`config.mk`:
```
export PLATFORM = sky130hd
export DESIGN_NAME = orpsoc_sim_ctrl
export DESIGN_NICKNAME = d
export VERILOG_FILES = /design/src/rtl/orpsoc_sim_pkg.sv /design/src/rtl/orpsoc_sim_rst_seq.sv /design/src/rtl/orpsoc_sim_ctrl.sv
export SDC_FILE = /design/constraint.sdc
export NUM_CORES = 1
export LEC_CHECK = 0
export ABC_AREA = 1
export CORE_ASPECT_RATIO = 0.75
export CORE_UTILIZATION = 30
export CTS_BUF_LIST = sky130_fd_sc_hd__clkbuf_2
export CTS_CLUSTER_DIAMETER = 100
export DETAILED_ROUTE_END_ITERATION = 10
export PLACE_DENSITY = 0.63
export SLEW_MARGIN = 15
export SYNTH_ARGS = -nofsm -noshare
export SYNTH_HDL_FRONTEND = slang
export SYNTH_SLANG_ARGS = --single-unit
```
`constraint.sdc`:
```
create_clock -name clk -period 2.7 [get_ports clk]
set_input_delay 0.54 -clock clk [delete_from_list [all_inputs] [get_ports clk]]
set_output_delay 0.54 -clock clk [all_outputs]
set_load 0.02 [all_outputs]
```
`src/rtl/orpsoc_sim_pkg.sv`:
```
// orpsoc_sim_pkg: shared constants and types for the simulation supervisor.
//   NOP_*_DEF   - default l.nop instruction words for exit / report / putc
//   sim_state_e - supervisor FSM state encoding
package orpsoc_sim_pkg;

  localparam logic [31:0] NOP_EXIT_DEF   = 32'h15000001;
  localparam logic [31:0] NOP_REPORT_DEF = 32'h15000002;
  localparam logic [31:0] NOP_PUTC_DEF   = 32'h15000004;

  typedef enum logic [1:0] {
    StHold    = 2'd0,
    StRelease = 2'd1,
    StRun     = 2'd2,
    StDone    = 2'd3
  } sim_state_e;

endpackage

```
`src/rtl/orpsoc_sim_rst_seq.sv`:
```
// orpsoc_sim_rst_seq: staggered reset release sequencer.
// Counts edges after rst_i falls; domain k is released on edge RST_HOLD + k*RST_STAGGER.
// Ports:
//   clk_i, rst_i  - clock, asynchronous active-high reset
//   rst_o         - per-domain active-high resets, bit 0 released first
//   hold_done_o   - high in the cycle whose edge releases domain 0
//   all_rel_o     - high in the cycle whose edge releases the last domain
module orpsoc_sim_rst_seq #(
  parameter int unsigned NUM_RST     = 2,
  parameter int unsigned RST_HOLD    = 16,
  parameter int unsigned RST_STAGGER = 4
) (
  input  logic               clk_i,
  input  logic               rst_i,
  output logic [NUM_RST-1:0] rst_o,
  output logic               hold_done_o,
  output logic               all_rel_o
);

  localparam int unsigned LastRel = RST_HOLD + (NUM_RST - 1) * RST_STAGGER;
  localparam int unsigned CntW    = (LastRel < 1) ? 1 : $clog2(LastRel + 1);

  logic [CntW-1:0]    cnt_q, cnt_d;
  logic [NUM_RST-1:0] rst_q, rst_d;
  logic               step;

  // The counter parks at the last release point, so the flags pulse once.
  assign step = (cnt_q != CntW'(LastRel));

  always_comb begin
    cnt_d = cnt_q;
    rst_d = rst_q;
    if (step) begin
      cnt_d = cnt_q + 1'b1;
      for (int unsigned k = 0; k < NUM_RST; k++) begin
        if (cnt_d == CntW'(RST_HOLD + k * RST_STAGGER)) begin
          rst_d[k] = 1'b0;
        end
      end
    end
  end

  assign hold_done_o = step && (cnt_d == CntW'(RST_HOLD));
  assign all_rel_o   = step && (cnt_d == CntW'(LastRel));

  always_ff @(posedge clk_i or posedge rst_i) begin
    if (rst_i) begin
      cnt_q <= '0;
      rst_q <= '1;
    end else begin
      cnt_q <= cnt_d;
      rst_q <= rst_d;
    end
  end

  assign rst_o = rst_q;

endmodule

```
`src/rtl/orpsoc_sim_ctrl.sv`:
```
// orpsoc_sim_ctrl: simulation supervisor - reset sequencing, run-cycle timeout and
// l.nop exit / report / putc detection on the CPU writeback instruction stream.
// Optional console decode (putc / report pulses) is built when SIM_CTRL_CONSOLE_EN
// is defined; otherwise those outputs are tied to 0.
// Ports:
//   clk, rst                 - clock, asynchronous active-high reset
//   timeout_i                - run-cycle limit, 0 disables
//   wb_insn_i/_vld_i, gpr3_i - retiring instruction and current r3
//   rst_o, running_o         - domain resets, test running
//   done_o, pass_o, timeout_o, exit_code_o, cycle_cnt_o - end-of-test status
//   putc_*, report_*         - console pulses and data
module orpsoc_sim_ctrl
  import orpsoc_sim_pkg::*;
#(
  parameter int unsigned NUM_RST     = 2,
  parameter int unsigned RST_HOLD    = 16,
  parameter int unsigned RST_STAGGER = 4,
  parameter int unsigned TIMEOUT_W   = 32,
  parameter logic [31:0] NOP_EXIT    = NOP_EXIT_DEF,
  parameter logic [31:0] NOP_REPORT  = NOP_REPORT_DEF,
  parameter logic [31:0] NOP_PUTC    = NOP_PUTC_DEF
) (
  input  logic                 clk,
  input  logic                 rst,
  input  logic [TIMEOUT_W-1:0] timeout_i,
  input  logic [31:0]          wb_insn_i,
  input  logic                 wb_insn_vld_i,
  input  logic [31:0]          gpr3_i,
  output logic [NUM_RST-1:0]   rst_o,
  output logic                 running_o,
  output logic                 done_o,
  output logic                 pass_o,
  output logic                 timeout_o,
  output logic [31:0]          exit_code_o,
  output logic [TIMEOUT_W-1:0] cycle_cnt_o,
  output logic                 putc_vld_o,
  output logic [7:0]           putc_char_o,
  output logic                 report_vld_o,
  output logic [31:0]          report_data_o
);

  sim_state_e           state_q, state_d;
  logic                 hold_done, all_rel;
  logic                 in_run, exit_hit, to_hit;
  logic                 done_q, done_d, pass_q, pass_d, to_q, to_d;
  logic [31:0]          code_q, code_d;
  logic [TIMEOUT_W-1:0] cyc_q, cyc_d;

  orpsoc_sim_rst_seq #(
    .NUM_RST     (NUM_RST),
    .RST_HOLD    (RST_HOLD),
    .RST_STAGGER (RST_STAGGER)
  ) u_rst_seq (
    .clk_i       (clk),
    .rst_i       (rst),
    .rst_o       (rst_o),
    .hold_done_o (hold_done),
    .all_rel_o   (all_rel)
  );

  assign in_run   = (state_q == StRun);
  assign exit_hit = in_run && wb_insn_vld_i && (wb_insn_i == NOP_EXIT);
  assign to_hit   = in_run && (timeout_i != '0) && (cyc_q == timeout_i - 1'b1);

  always_comb begin
    state_d = state_q;
    done_d  = done_q;
    pass_d  = pass_q;
    to_d    = to_q;
    code_d  = code_q;
    cyc_d   = cyc_q;
    unique case (state_q)
      StHold: begin
        // With one domain or no stagger, the last release coincides with the first.
        if (all_rel) begin
          state_d = StRun;
        end else if (hold_done) begin
          state_d = StRelease;
        end
      end
      StRelease: begin
        if (all_rel) begin
          state_d = StRun;
        end
      end
      StRun: begin
        if (cyc_q != '1) begin
          cyc_d = cyc_q + 1'b1;
        end
        // Exit takes priority over a simultaneous timeout.
        if (exit_hit) begin
          state_d = StDone;
          done_d  = 1'b1;
          pass_d  = (gpr3_i == 32'd0);
          code_d  = gpr3_i;
        end else if (to_hit) begin
          state_d = StDone;
          done_d  = 1'b1;
          pass_d  = 1'b0;
          to_d    = 1'b1;
        end
      end
      StDone: begin
        state_d = StDone;
      end
      default: begin
        state_d = StHold;
      end
    endcase
  end

  always_ff @(posedge clk or posedge rst) begin
    if (rst) begin
      state_q <= StHold;
      done_q  <= 1'b0;
      pass_q  <= 1'b0;
      to_q    <= 1'b0;
      code_q  <= '0;
      cyc_q   <= '0;
    end else begin
      state_q <= state_d;
      done_q  <= done_d;
      pass_q  <= pass_d;
      to_q    <= to_d;
      code_q  <= code_d;
      cyc_q   <= cyc_d;
    end
  end

  assign running_o   = in_run;
  assign done_o      = done_q;
  assign pass_o      = pass_q;
  assign timeout_o   = to_q;
  assign exit_code_o = code_q;
  assign cycle_cnt_o = cyc_q;

`ifdef SIM_CTRL_CONSOLE_EN
  logic       putc_vld_q, rep_vld_q;
  logic [7:0] putc_char_q;
  logic [31:0] rep_data_q;
  logic       putc_hit, rep_hit;

  assign putc_hit = in_run && wb_insn_vld_i && (wb_insn_i == NOP_PUTC);
  assign rep_hit  = in_run && wb_insn_vld_i && (wb_insn_i == NOP_REPORT);

  // Valid flags pulse for one cycle; data registers hold between pulses.
  always_ff @(posedge clk or posedge rst) begin
    if (rst) begin
      putc_vld_q  <= 1'b0;
      putc_char_q <= '0;
      rep_vld_q   <= 1'b0;
      rep_data_q  <= '0;
    end else begin
      putc_vld_q <= putc_hit;
      rep_vld_q  <= rep_hit;
      if (putc_hit) begin
        putc_char_q <= gpr3_i[7:0];
      end
      if (rep_hit) begin
        rep_data_q <= gpr3_i;
      end
    end
  end

  assign putc_vld_o    = putc_vld_q;
  assign putc_char_o   = putc_char_q;
  assign report_vld_o  = rep_vld_q;
  assign report_data_o = rep_data_q;
`else
  logic unused_console;
  assign unused_console = ^{NOP_PUTC, NOP_REPORT};

  assign putc_vld_o    = 1'b0;
  assign putc_char_o   = '0;
  assign report_vld_o  = 1'b0;
  assign report_data_o = '0;
`endif

endmodule

```
After elaboration in Yosys (flattened, before gate mapping)
Cells that the tools add are included.
{"block": "totals", "register_bits": 76, "elab_cells": 55, "output_inout_bits": 112, "inputBits": 99}
{"block": "op_classes", "n_mux": 11, "bitwise": 1, "eq_ne": 14, "addsub": 3, "reduce_logical": 17}
{"operator": "$add A32 B1 Y32 const B", "n": 1}
{"operator": "$eq A32 B29 Y1 const B", "n": 1}
{"operator": "$eq A32 B32 Y1", "n": 1}
{"operator": "$logic_not A32 Y1", "n": 1}
{"operator": "$ne A32 B32 Y1 const B", "n": 1}
{"operator": "$reduce_bool A32 Y1", "n": 1}
{"operator": "$sub A32 B1 Y32 const B", "n": 1}
{"operator": "$eq A5 B5 Y1 const B", "n": 4}
{"operator": "$mux W2", "n": 5}
{"operator": "$reduce_and A2 Y1", "n": 5}
{"operator": "$pmux W2 S4", "n": 1}
{"operator": "$logic_and A1 B1 Y1", "n": 6}
{"operator": "$reduce_and A3 Y1", "n": 2}
{"operator": "$add A5 B1 Y5 const B", "n": 1}
{"operator": "$mux W5", "n": 1}
{"operator": "$ne A5 B5 Y1 const B", "n": 1}
{"operator": "$eq A2 B2 Y1 const B", "n": 2}
{"operator": "$mux W1", "n": 4}
{"operator": "$ne A3 B1 Y1 const B", "n": 1}
{"operator": "$ne A3 B3 Y1 const B", "n": 1}
{"operator": "$eq A2 B1 Y1 const B", "n": 1}
{"operator": "$logic_not A2 Y1", "n": 1}
{"operator": "$ne A2 B2 Y1 const B", "n": 1}
{"operator": "$reduce_bool A2 Y1", "n": 1}
{"operator": "$not A1 Y1", "n": 1}

Longest topological paths before layout
Gate-level depths: netlist of run 1.
{"block": "depth", "ltp_word": 7, "mapped_depth": 18, "ltp_nobuf": 18}

Cells and area by module
A second synthesis of run 1 with hierarchy kept.
{"block": "unflattened", "cells_unflattened": 802, "area_unflattened_um2": 5584.1}
{"module": "orpsoc_sim_ctrl", "n_inst": 1, "seq_area_each_um2": 1726.7, "area_each_um2": 5083.6, "cells_per_inst": 736}
{"module": "orpsoc_sim_rst_seq", "n_inst": 1, "seq_area_each_um2": 177.7, "area_each_um2": 500.5, "cells_per_inst": 66}

Worst setup path before layout of run 1
OpenSTA, ideal clock, no wires.
{"block": "synth_path", "path_type": "input to register", "from": "input port timeout_i[0]", "to": "register state_q[0]", "setup_time_ns": 0.065, "slack_ns": 0.638, "path_stages": 16, "arrival_time_ns": 1.997, "t_required_ns": 2.635, "cell_sequence": "inv_1 > ha_1 > nand2_4 > nor2_8 > nand2_2 > nor2_1 > nand2_1 > nand3_1 > nand2_1 > nor2_1 > nand2_1 > nor2_1 > nand3_2 > nand2_1 > nand3_1 > nand2_1"}
{"block": "synth_between", "elab_chain_cells": 5}
{"element": "from (decl)", "line_no": "orpsoc_sim_ctrl.sv:25", "text": "input logic [TIMEOUT_W-1:0] timeout_i,"}
{"element": "$sub A32 B1 Y32 or $reduce_bool A32 Y1 (tied branches)", "line_no": "orpsoc_sim_ctrl.sv:63", "text": "assign to_hit = in_run && (timeout_i != '0) && (cyc_q == timeout_i - 1'b1);"}
{"element": "$eq A32 B32 Y1 or $logic_and A1 B1 Y1 (tied branches)", "line_no": "orpsoc_sim_ctrl.sv:63"}
{"element": "$logic_and A1 B1 Y1 *", "line_no": "orpsoc_sim_ctrl.sv:63"}
{"element": "$ne A3 B1 Y1 (no source line) *"}
{"element": "$reduce_and A3 Y1 (no source line) *"}
{"element": "to (signal assigned)", "line_no": "orpsoc_sim_ctrl.sv:114", "text": "state_q <= StHold;"}
{"element": "to (signal assigned)", "line_no": "orpsoc_sim_ctrl.sv:121", "text": "state_q <= state_d;"}
{"element": "to (decl)", "line_no": "orpsoc_sim_ctrl.sv:42", "text": "sim_state_e state_q, state_d;"}
Mark *: on every way between the ends. The rest lies on a longest branch, timed or not.
A chain may end at the register's enable or synchronous reset.

Worst setup path in the final report of run 1
{"block": "layout_path", "from": "register state_q[0]", "to": "output port running_o"}
{"block": "layout_between", "elab_chain_cells": 1}
{"element": "$eq A2 B2 Y1", "line_no": "orpsoc_sim_ctrl.sv:61", "text": "assign in_run = (state_q == StRun);"}
{"element": "to (decl)", "line_no": "orpsoc_sim_ctrl.sv:30", "text": "output logic running_o,"}
Every way passes these cells.

==> impl_metrics.py, run 1 <==
metrics = {
    "place": {
        "dpl_cell_area_um2": 7420,
        "gp_congestion": 0.909,
        "pre_cts_slack_ns": -0.0367,
        "io_buffers": 168,
        "hpwl_um": 13000,
    },
    "timing": {
        "worst_slack_ns": 0.191,
        "setup_viol": 0,
        "min_period_over_period": 0.929,
        "hold_violations": 0,
        "slew_violations": 0,
        "tns_ns": 0,
        "skew_ns": 0.0221,
        "fin_crit_ns": 2.51,
        "rsz0062_at_grt": "false",
        "max_freq_mhz": 399,
    },
    "clocking": {
        "post_cts_resize_count": 0,
        "post_cts_buffers": 0,
        "htreeDepth": 3,
        "clk_pin_slew_ns": 0.20,
        "cts_tree": "built",
        "cts_num_sinks": 76,
        "clk_path_buf_depth": 2,
        "clock_latency_ns": 0.53,
        "cts_buffers": 9,
        "ctsHoldBuffers": 0,
        "cts-root-buf": "clkbuf_2",
    },
    "route": {
        "drtIter0Drc": 254,
        "drc": 0,
        "routedWlPerCell_um": 13.0,
        "viasPerCell": 4.29,
        "drt_first_pass_iters": 5,
        "ant_nets": 0,
        "via_count": 5212,
        "routed_wl_um": 15800,
    },
    "global_route": {
        "grt_pass1_vias": 5048,
        "grt_pass1_wl_um": 25800,
        "grt_max_degree": 77,
        "antenna_found_initial": 0,
        "grt_usage": 0.176,
        "overflow": 0,
    },
    "worst_setup_path": {
        "worstSetupPathType": "flip-flop to output port",
        "worst_ep_required_time_ns": 2.16,
        "worstSetupEndpoint": "running_o",
        "reg2reg_slack_ns": 0.45,
        "reg2reg_to": "cycle_cnt_o[30]$_DFFE_PP0P_",
        "crit_fanout": 4,
        "crit_path_end_kind": "output port",
        "ff2ff_path_depth": 14,
        "crit_arrival_ns": 1.97,
        "startpoint": "state_q[0]$_DFFE_PP0P_",
        "rr_startpoint": "cycle_cnt_o[1]$_DFFE_PP0P_",
        "startpoint_type": "flip-flop",
    },
    "finish": {
        "fin_area_um2": 7550,
        "syn2layout_area_growth_pct": 38.2,
        "drive_gt1_frac": 0.0802,
        "diodes": 0,
        "n_fill_cell": 1869,
        "layout.nets": 1071,
        "final_cell_mix": "205 x nand2_1, 168 x clkdlybuf4s50_1, 116 x inv_1",
        "final_common_cell": "nand2_1",
    },
    "logic_synthesis": {
        "syn_area_per_cell_um2": 7.01,
        "yosys_warnings": 0,
        "synth_cell_type_count": 37,
        "synth_seq_area_share": 0.349,
        "yosys_register_bits": 76,
        "synth_area_um2": 5460,
        "syn_inst": 779,
    },
    "pwr": {
        "pwr-share-comb": 0.176,
        "p_seq_frac": 0.512,
        "netSwitchingFraction": 0.272,
        "power.internal_mw": 1.62,
        "leakagePower_nw": 3.64,
        "ir_worst_vdd_uv": 230,
        "p_switching_mw": 0.605,
        "p_clk_frac": 0.311,
        "powerDensity_nw_per_um2": 295,
    },
    "floorplanning": {
        "start_util": 0.308,
        "dieArea_um2": 18800,
        "dieHeight_um": 119,
        "num_rows": 42,
        "ios": 211,
        "die-width_um": 158,
        "coreArea_um2": 17700,
    },
    "status": {
        "outcome": "complete, no violations",
    },
    "min_path": {
        "hp-class": "input pin to async pin",
    },
    "run": {
        "drv_cap": 0,
    },
}
routing by layer:
metal / GRT usage / part of all wire / vias to the layer above
li1: - / - / 2721
met1: 0.245 / 0.48 / 2288
met2: 0.269 / 0.42 / 193
met3: 0.0520 / 0.096 / 10
met4: 0.0358 / 0.0089 / 0
met5: 0 / 0 / -
metrics by stage:
step | power, mW | hold WS, ns | cells | utilization
after detailed placement | 1.55 | 0.437 | 1198 | 0.419
after CTS | 2.26 | 0.363 | 1214 | 0.426
final | 2.23 | 0.354 | 1214 | 0.426
after global routing | 2.34 | 0.395 | 1214 | 0.426
after global placement | 1.55 | 0.435 | 1198 | 0.419
after floorplan | 1.38 | 0.474 | 820 | -
synth_stat cells:
master      n  area share
inv_2       3      0.0021
nor3_2      4      0.0073
a21oi_1     1     0.00092
nor4_1     12       0.014
o21ai_2     2      0.0032
nor2_4      5       0.010
xor2_1     40       0.064
nand3_1    41       0.038
a31oi_1     4      0.0046
nand2_2     9       0.010
nor4b_1     2      0.0032
nor2_1     83       0.057
buf_4      42       0.058
nor3_1      9      0.0082
clkinv_2    1     0.00092
ha_1        5       0.011
clkbuf_1    7      0.0048
nand3b_1    7      0.0096
clkinv_1    1     0.00069
nor2_8      1      0.0037
dfstp_2     2      0.0096
or2_2       1      0.0011
nand3_2     5      0.0092
dfrtp_1    74        0.34
nand4_1    22       0.025
xnor2_1    16       0.026
and2_0      2      0.0023
buf_2       4      0.0037
nor2_2      9       0.010
o21bai_1    1      0.0014
o21ai_0    36       0.033
inv_1     117       0.080
nand2_1   205        0.14
o211ai_1    1      0.0014
o21ai_1     3      0.0027
nand2_4     1      0.0021
conb_1      1     0.00069
state kept, by name (all words and copies together), names as in the netlist:
name and count:
timeout_o 1, exit_code_o 32, done_o 1, u_rst_seq.rst_o 2
pass_o 1, state_q 2, u_rst_seq.cnt_q 5, cycle_cnt_o 32
cells by family after synthesis:
family / Yosys count / share of synthesized area
buffers and inverters: 175 / 0.150
adder cells (fa/ha/maj): 5 / 0.0115
other: 1 / 0.000686
flip-flops: 76 / 0.349
XOR/XNOR: 56 / 0.0898
AO/OA/AOI/OAI: 48 / 0.0472
AND/OR/NAND/NOR: 418 / 0.352
power groups by stage:
stage,clock network (mW),registers [mW],logic [mW]
after global routing,0.766,1.14,0.434
after global placement,0,1.16,0.392
after CTS,0.725,1.14,0.394
final,0.693,1.14,0.393
after floorplan,0,1.16,0.223
after detailed placement,0,1.16,0.392
critical path, cell delays in order, from the launching register on:
cell and delay (ns):
dfrtp_1 0.46, nor2_2 0.33, clkdlybuf4s50_1 0.68
worst min path at each step:
stage	from	endpoint	depth (start not counted)
2_1_floorplan	u_rst_seq.rst_o[0]$_DFFE_PP1P_	u_rst_seq.rst_o[0]$_DFFE_PP1P_	2
3_3_place_gp	u_rst_seq.rst_o[0]$_DFFE_PP1P_	u_rst_seq.rst_o[0]$_DFFE_PP1P_	2
3_5_place_dp	u_rst_seq.rst_o[1]$_DFFE_PP1P_	u_rst_seq.rst_o[1]$_DFFE_PP1P_	2
4_1_cts	rst	exit_code_o[4]$_DFFE_PP0P_	3
5_1_grt	rst	exit_code_o[4]$_DFFE_PP0P_	3
6_report	rst	exit_code_o[4]$_DFFE_PP0P_	3
area by class of cell:
type	instances	area, um2	share of cell area
Sequential cell	76	1900	0.252
Clock buffer	9	45.0	0.00597
Timing Repair Buffer	189	1860	0.247
Clock inverter	7	81.3	0.0108
Tap cell	242	303	0.0401
Inverter	122	460	0.0610
Multi-Input combinational cell	569	2890	0.383
(Power assumes the default switching activity.)
==> run 2, diff against run 1 <==
GPL_ROUTABILITY_DRIVEN = 0   (was default)
SYNTH_HIERARCHICAL = 1   (was default)
==> run 2 against run 1 <==
Compared with the run above:
- non-clock buffer count up 24
- sequential share of layout area fell by 0.82 points
- wire length grew 6.3%
- setup slack got worse by 0.029 ns
- largest cell class unchanged
- clock-buffer cell count rose by 1
- synthesized area grew 2.2%
- critical endpoint unchanged
==> impl_metrics.py, run 2 <==
metrics = {
    "pwr": {
        "total_power_mw": 2.07,
        "powerDensity_nw_per_um2": 265,
        "leakagePower_nw": 3.83,
        "power.internal_mw": 1.45,
        "ir_worst_vdd_uv": 165,
        "p_switching_mw": 0.617,
        "netSwitchingFraction": 0.298,
        "pwr-share-comb": 0.193,
        "p_seq_frac": 0.551,
        "p_clk_frac": 0.256,
    },
    "finish": {
        "drive_gt1_frac": 0.100,
        "final_cell_mix": "233 x nand2_1, 168 x clkdlybuf4s50_1, 106 x inv_1",
        "diodes": 0,
        "instances_no_fill": 1260,
        "syn2layout_area_growth_pct": 39.7,
        "fin_area_um2": 7800,
        "layout.nets": 1117,
        "final_common_cell": "nand2_1",
        "n_fill_cell": 1877,
    },
    "worst_setup_path": {
        "rr_startpoint": "cycle_cnt_o[0]$_DFFE_PP0P_",
        "crit_fanout": 4,
        "crit_arrival_ns": 2.00,
        "worstSetupPathType": "flip-flop to output port",
        "reg2reg_to": "cycle_cnt_o[28]$_DFFE_PP0P_",
        "crit_path_end_kind": "output port",
        "startpoint_type": "flip-flop",
        "ff2ff_path_depth": 10,
        "reg2reg_slack_ns": 0.51,
        "worst_ep_required_time_ns": 2.16,
    },
    "global_route": {
        "busiest_layer": "met2",
        "grt_usage": 0.184,
        "met3_usage": 0.0560,
        "overflow": 0,
        "antenna_found_initial": 1,
        "grt_pass1_wl_um": 27500,
        "globalRouteMet2Util": 0.281,
        "grt_pass1_vias": 5415,
        "use_met1": 0.247,
        "grt_max_degree": 52,
    },
    "place": {
        "io_buffers": 168,
        "hpwl_um": 13800,
        "dpl_cell_area_um2": 7720,
        "dp_cells": 1244,
    },
    "logic_synthesis": {
        "synth_seq_area_share": 0.341,
        "synth_top_cell_area_share": 0.332,
        "yosys.cell_count.top_type": "nand2_1",
        "synthTopCellsByCount": "233 x nand2_1, 107 x inv_1, 104 x nor2_1",
        "synthTopCellsByArea": "dfrtp_1 33%, nand2_1 16%, inv_1 7.2%",
        "yosys_register_bits": 76,
        "syn_area_per_cell_um2": 6.96,
        "synthArstFlopShare": 1.00,
        "synth_edf_count": 0,
        "synth_area_um2": 5580,
        "syn_inst": 802,
        "synth_top_cell_by_area": "dfrtp_1",
        "yosys_warnings": 6,
        "synth-main-ff-cell": "dfrtp_1",
        "synth_cell_type_count": 42,
    },
    "timing": {
        "hold_violations": 0,
        "min_period_over_period": 0.940,
        "fin_crit_ns": 2.54,
        "setup_viol": 0,
        "hold_ws_ns": 0.236,
        "slew_headroom": 0.594,
        "rsz0062_at_grt": "false",
        "skew_ns": 0.0321,
        "slew_violations": 0,
        "max_freq_mhz": 394,
        "tightest_slew_ns": 0.604,
        "tns_ns": 0,
    },
    "clocking": {
        "ctsHoldBuffers": 0,
        "cts_num_sinks": 76,
        "cts-root-buf": "clkbuf_2",
        "cts_tree": "built",
        "htreeDepth": 3,
        "clk_path_buf_depth": 2,
        "cts_buffers": 9,
        "clock_latency_ns": 0.55,
        "clk_pin_slew_ns": 0.20,
    },
    "route": {
        "drt_first_pass_iters": 5,
        "via_count": 5523,
        "ant_nets": 0,
        "routed_wl_um": 16800,
        "drc": 0,
        "drtIter0Drc": 294,
        "routedWlPerCell_um": 13.3,
        "viasPerCell": 4.38,
    },
    "floorplanning": {
        "die-width_um": 160,
        "coreArea_um2": 17900,
        "ios": 211,
        "num_rows": 42,
        "start_util": 0.312,
        "dieArea_um2": 19200,
        "dieHeight_um": 120,
    },
    "min_path": {
        "hp-class": "input pin to async pin",
    },
    "status": {
        "outcome": "complete, no violations",
    },
    "run": {
        "drv_cap": 0,
    },
}
[run 2: cell types whose count changed after synthesis, moves of 3 or more]
cell and delta:
nor3_1 +4, inv_1 -10, o21ai_0 -14, nand2_1 +28, xor2_1 +4, nor2_1 +21, a31oi_1 -4, buf_2 -3
nor3_2 -4, nand4_1 -6
[run 2: cell families after synthesis]
logic type	synth area share
buffers and inverters	0.142
AO/OA/AOI/OAI	0.0244
AND/OR/NAND/NOR	0.390
adder cells (fa/ha/maj)	0.0112
XOR/XNOR	0.0910
flip-flops	0.341
other	0.000672
[run 2: critical path, stage by stage, from the launching register on]
cell             delay (ns)
dfrtp_1                0.44
inv_1                  0.08
nand2_1                0.16
inv_1                  0.16
clkdlybuf4s50_1        0.61
[run 2: power by group through the flow]
stage / clock network, mW / registers [mW] / logic, mW
2_1_floorplan: 0 / 1.16 / 0.211
3_3_place_gp: 0 / 1.16 / 0.400
3_5_place_dp: 0 / 1.16 / 0.400
4_1_cts: 0.560 / 1.14 / 0.402
5_1_grt: 0.604 / 1.14 / 0.442
6_report: 0.530 / 1.14 / 0.400
[run 2: cell type report]
cell class | instances | area [um2] | share of cell area
Multi-Input combinational cell | 603 | 3040 | 0.390
Clock inverter | 6 | 31.3 | 0.00401
Clock buffer | 10 | 50.0 | 0.00641
Sequential cell | 76 | 1900 | 0.244
Timing Repair Buffer | 213 | 2060 | 0.264
Tap cell | 242 | 303 | 0.0388
Inverter | 110 | 413 | 0.0529
[run 2: timing repair]
| action | 4_1_cts | 5_1_grt |
|---|---|---|
| setup endpoints to repair | 0 | 1 |
| resized for setup | 0 | 1 |
| setup buffers | 0 | 0 |
[run 2: stage by stage]
step                      utilization  setup WS, ns
after global placement          0.431        -0.186
after detailed placement        0.431        -0.202
after CTS                       0.435        0.0711
final                           0.435         0.161
after floorplan                     -         0.420
after global routing            0.435        0.0247
[run 2: routing by layer]
layer,vias to the layer above,part of all wire
met5,-,0.00077
met4,2,0.015
met3,19,0.092
met2,199,0.42
met1,2475,0.47
li1,2828,-
[run 2: worst max-delay path by stage]
stage | from | endpoint | slack (ns) | depth (start not counted)
2_1_floorplan | rst | cycle_cnt_o[0]$_DFFE_PP0P_ | 0.42 | 1
6_report | state_q[0]$_DFFE_PP0P_ | running_o | 0.16 | 4
4_1_cts | state_q[0]$_DFFE_PP0P_ | running_o | 0.07 | 4
5_1_grt | state_q[0]$_DFFE_PP0P_ | running_o | 0.02 | 4
3_5_place_dp | timeout_i[0] | state_q[0]$_DFFE_PP0P_ | -0.20 | 19
3_3_place_gp | timeout_i[0] | state_q[0]$_DFFE_PP0P_ | -0.19 | 17
==> run 3, diff against run 2 <==
ABC_CLOCK_PERIOD_IN_PS = 3000   (was default)
CORE_UTILIZATION = 50   (was 30)
PLACE_DENSITY = 0.94   (was 0.63)
clock period = 3 ns   (was 2.7 ns; I/O delays follow)
==> run 3 against run 2 <==
Compared with the run above:
- cell count down 11%
- sequential share of layout area rose by 1.3 points
- total power decreased by 7.4%
- register-to-register slack about the same
- first-iteration DRC count is 14% higher
- die area down 39%
- non-clock buffer count shrank 38
- setup slack gained 0.34 ns
- clock power is 6.0% higher
- critical path type unchanged
- largest power group unchanged
==> impl_metrics.py, run 3 (synthesis gave the netlist of run 2 again) <==
metrics = {
    "place": {
        "pre_cts_slack_ns": 0.0369,
        "io_buffers": 168,
        "dp_cells": 1104,
        "hpwl_um": 12000,
    },
    "global_route": {
        "overflow": 0,
        "grt_max_degree": 61,
        "grt_pass1_wl_um": 24600,
        "antenna_found_initial": 0,
        "grt_pass1_vias": 5401,
        "grt_usage": 0.271,
    },
    "floorplanning": {
        "coreArea_um2": 10900,
        "die-width_um": 124,
        "dieArea_um2": 11600,
        "ios": 211,
        "dieHeight_um": 93.5,
        "start_util": 0.512,
        "num_rows": 33,
    },
    "route": {
        "via_count": 5627,
        "ant_nets": 0,
        "drt_first_pass_iters": 5,
        "routed_wl_um": 15200,
        "routedWlPerCell_um": 13.6,
        "drtIter0Drc": 334,
        "drc": 0,
        "viasPerCell": 5.02,
    },
    "finish": {
        "final_common_cell": "nand2_1",
        "syn2layout_area_growth_pct": 32.4,
        "final_cell_mix": "233 x nand2_1, 168 x clkdlybuf4s50_1, 106 x inv_1",
        "drive_gt1_frac": 0.0663,
        "instances_no_fill": 1120,
        "diodes": 0,
        "utilization": 0.678,
        "layout.nets": 1079,
    },
    "timing": {
        "fin_crit_ns": 2.50,
        "tns_ns": 0,
        "worst_slack_ns": 0.501,
        "min_period_over_period": 0.833,
        "rsz0062_at_grt": "false",
        "tightest_slew_ns": 0.539,
        "max_freq_mhz": 400,
        "slew_violations": 0,
        "hold_violations": 0,
        "skew_ns": 0.0217,
        "setup_viol": 0,
        "slew_headroom": 0.637,
    },
    "clocking": {
        "post_cts_buffers": 0,
        "htreeDepth": 3,
        "cts-root-buf": "clkbuf_2",
        "clk_path_buf_depth": 2,
        "post_cts_resize_count": 0,
        "cts_num_sinks": 76,
        "cts_buffers": 9,
        "ctsHoldBuffers": 0,
        "clk_pin_slew_ns": 0.21,
        "cts_tree": "built",
        "clock_latency_ns": 0.50,
    },
    "pwr": {
        "pwr-share-comb": 0.172,
        "power.internal_mw": 1.38,
        "leakagePower_nw": 3.63,
        "p_clk_frac": 0.293,
        "p_switching_mw": 0.542,
        "p_seq_frac": 0.535,
        "ir_worst_vdd_uv": 223,
        "netSwitchingFraction": 0.283,
        "powerDensity_nw_per_um2": 259,
    },
    "worst_setup_path": {
        "reg2reg_slack_ns": 0.51,
        "ff2ff_path_depth": 11,
        "reg2reg_to": "cycle_cnt_o[28]$_DFFE_PP0P_",
        "crit_fanout": 4,
        "crit_arrival_ns": 1.90,
        "worst_ep_required_time_ns": 2.40,
        "worstSetupPathType": "flip-flop to output port",
        "crit_path_end_kind": "output port",
        "startpoint_type": "flip-flop",
        "rr_startpoint": "cycle_cnt_o[22]$_DFFE_PP0P_",
    },
    "status": {
        "outcome": "complete, no violations",
    },
    "min_path": {
        "hp-class": "input pin to async pin",
    },
    "run": {
        "drv_cap": 0,
    },
}
run 3: worst max-delay path by stage:
| stage | start | endpoint | slack, ns | depth (start not counted) |
|---|---|---|---|---|
| 5_1_grt | timeout_i[0] | state_q[0]$_DFFE_PP0P_ | 0.29 | 17 |
| 3_5_place_dp | timeout_i[0] | state_q[0]$_DFFE_PP0P_ | 0.04 | 17 |
| 3_3_place_gp | timeout_i[0] | pass_o$_DFFE_PP0P_ | 0.14 | 15 |
| 4_1_cts | state_q[0]$_DFFE_PP0P_ | running_o | 0.45 | 4 |
| 6_report | state_q[0]$_DFFE_PP0P_ | running_o | 0.50 | 4 |
| 2_1_floorplan | rst | cycle_cnt_o[0]$_DFFE_PP0P_ | 0.66 | 1 |
run 3: layout make-up:
class / instances / area [um2]
Clock buffer: 10 / 50.0
Clock inverter: 6 / 63.8
Fill cell: 895 / 3510
Inverter: 110 / 413
Multi-Input combinational cell: 603 / 3040
Sequential cell: 76 / 1900
Tap cell: 140 / 175
Timing Repair Buffer: 175 / 1750
run 3: per-stage QoR:
stage               power, mW  area, um2  hold WS (ns)
floorplan                1.23       5740         0.402
global placement         1.36       7280         0.431
detailed placement       1.37       7280         0.440
CTS                      1.94       7390         0.295
global route             2.01       7390         0.304
finish                   1.92       7390         0.349
run 3: per-layer routing:
layer / track usage / vias to the layer above / share of wire
li1: - / 2744 / -
met1: 0.340 / 2554 / 0.42
met2: 0.435 / 291 / 0.45
met3: 0.0817 / 38 / 0.11
met4: 0.106 / 0 / 0.025
met5: 0 / - / 0
run 3: worst max-delay path, stage by stage, from the launching register on:
cell and delay, ns:
dfrtp_1 0.45, inv_1 0.08, nand2_1 0.14, inv_1 0.11, clkdlybuf4s50_1 0.62
run 3: power groups by stage:
stage / combinational [mW] / clock (mW) / sequential [mW]
finish: 0.330 / 0.562 / 1.03
global route: 0.363 / 0.619 / 1.03
CTS: 0.327 / 0.586 / 1.03
detailed placement: 0.326 / 0 / 1.04
global placement: 0.320 / 0 / 1.04
floorplan: 0.190 / 0 / 1.04
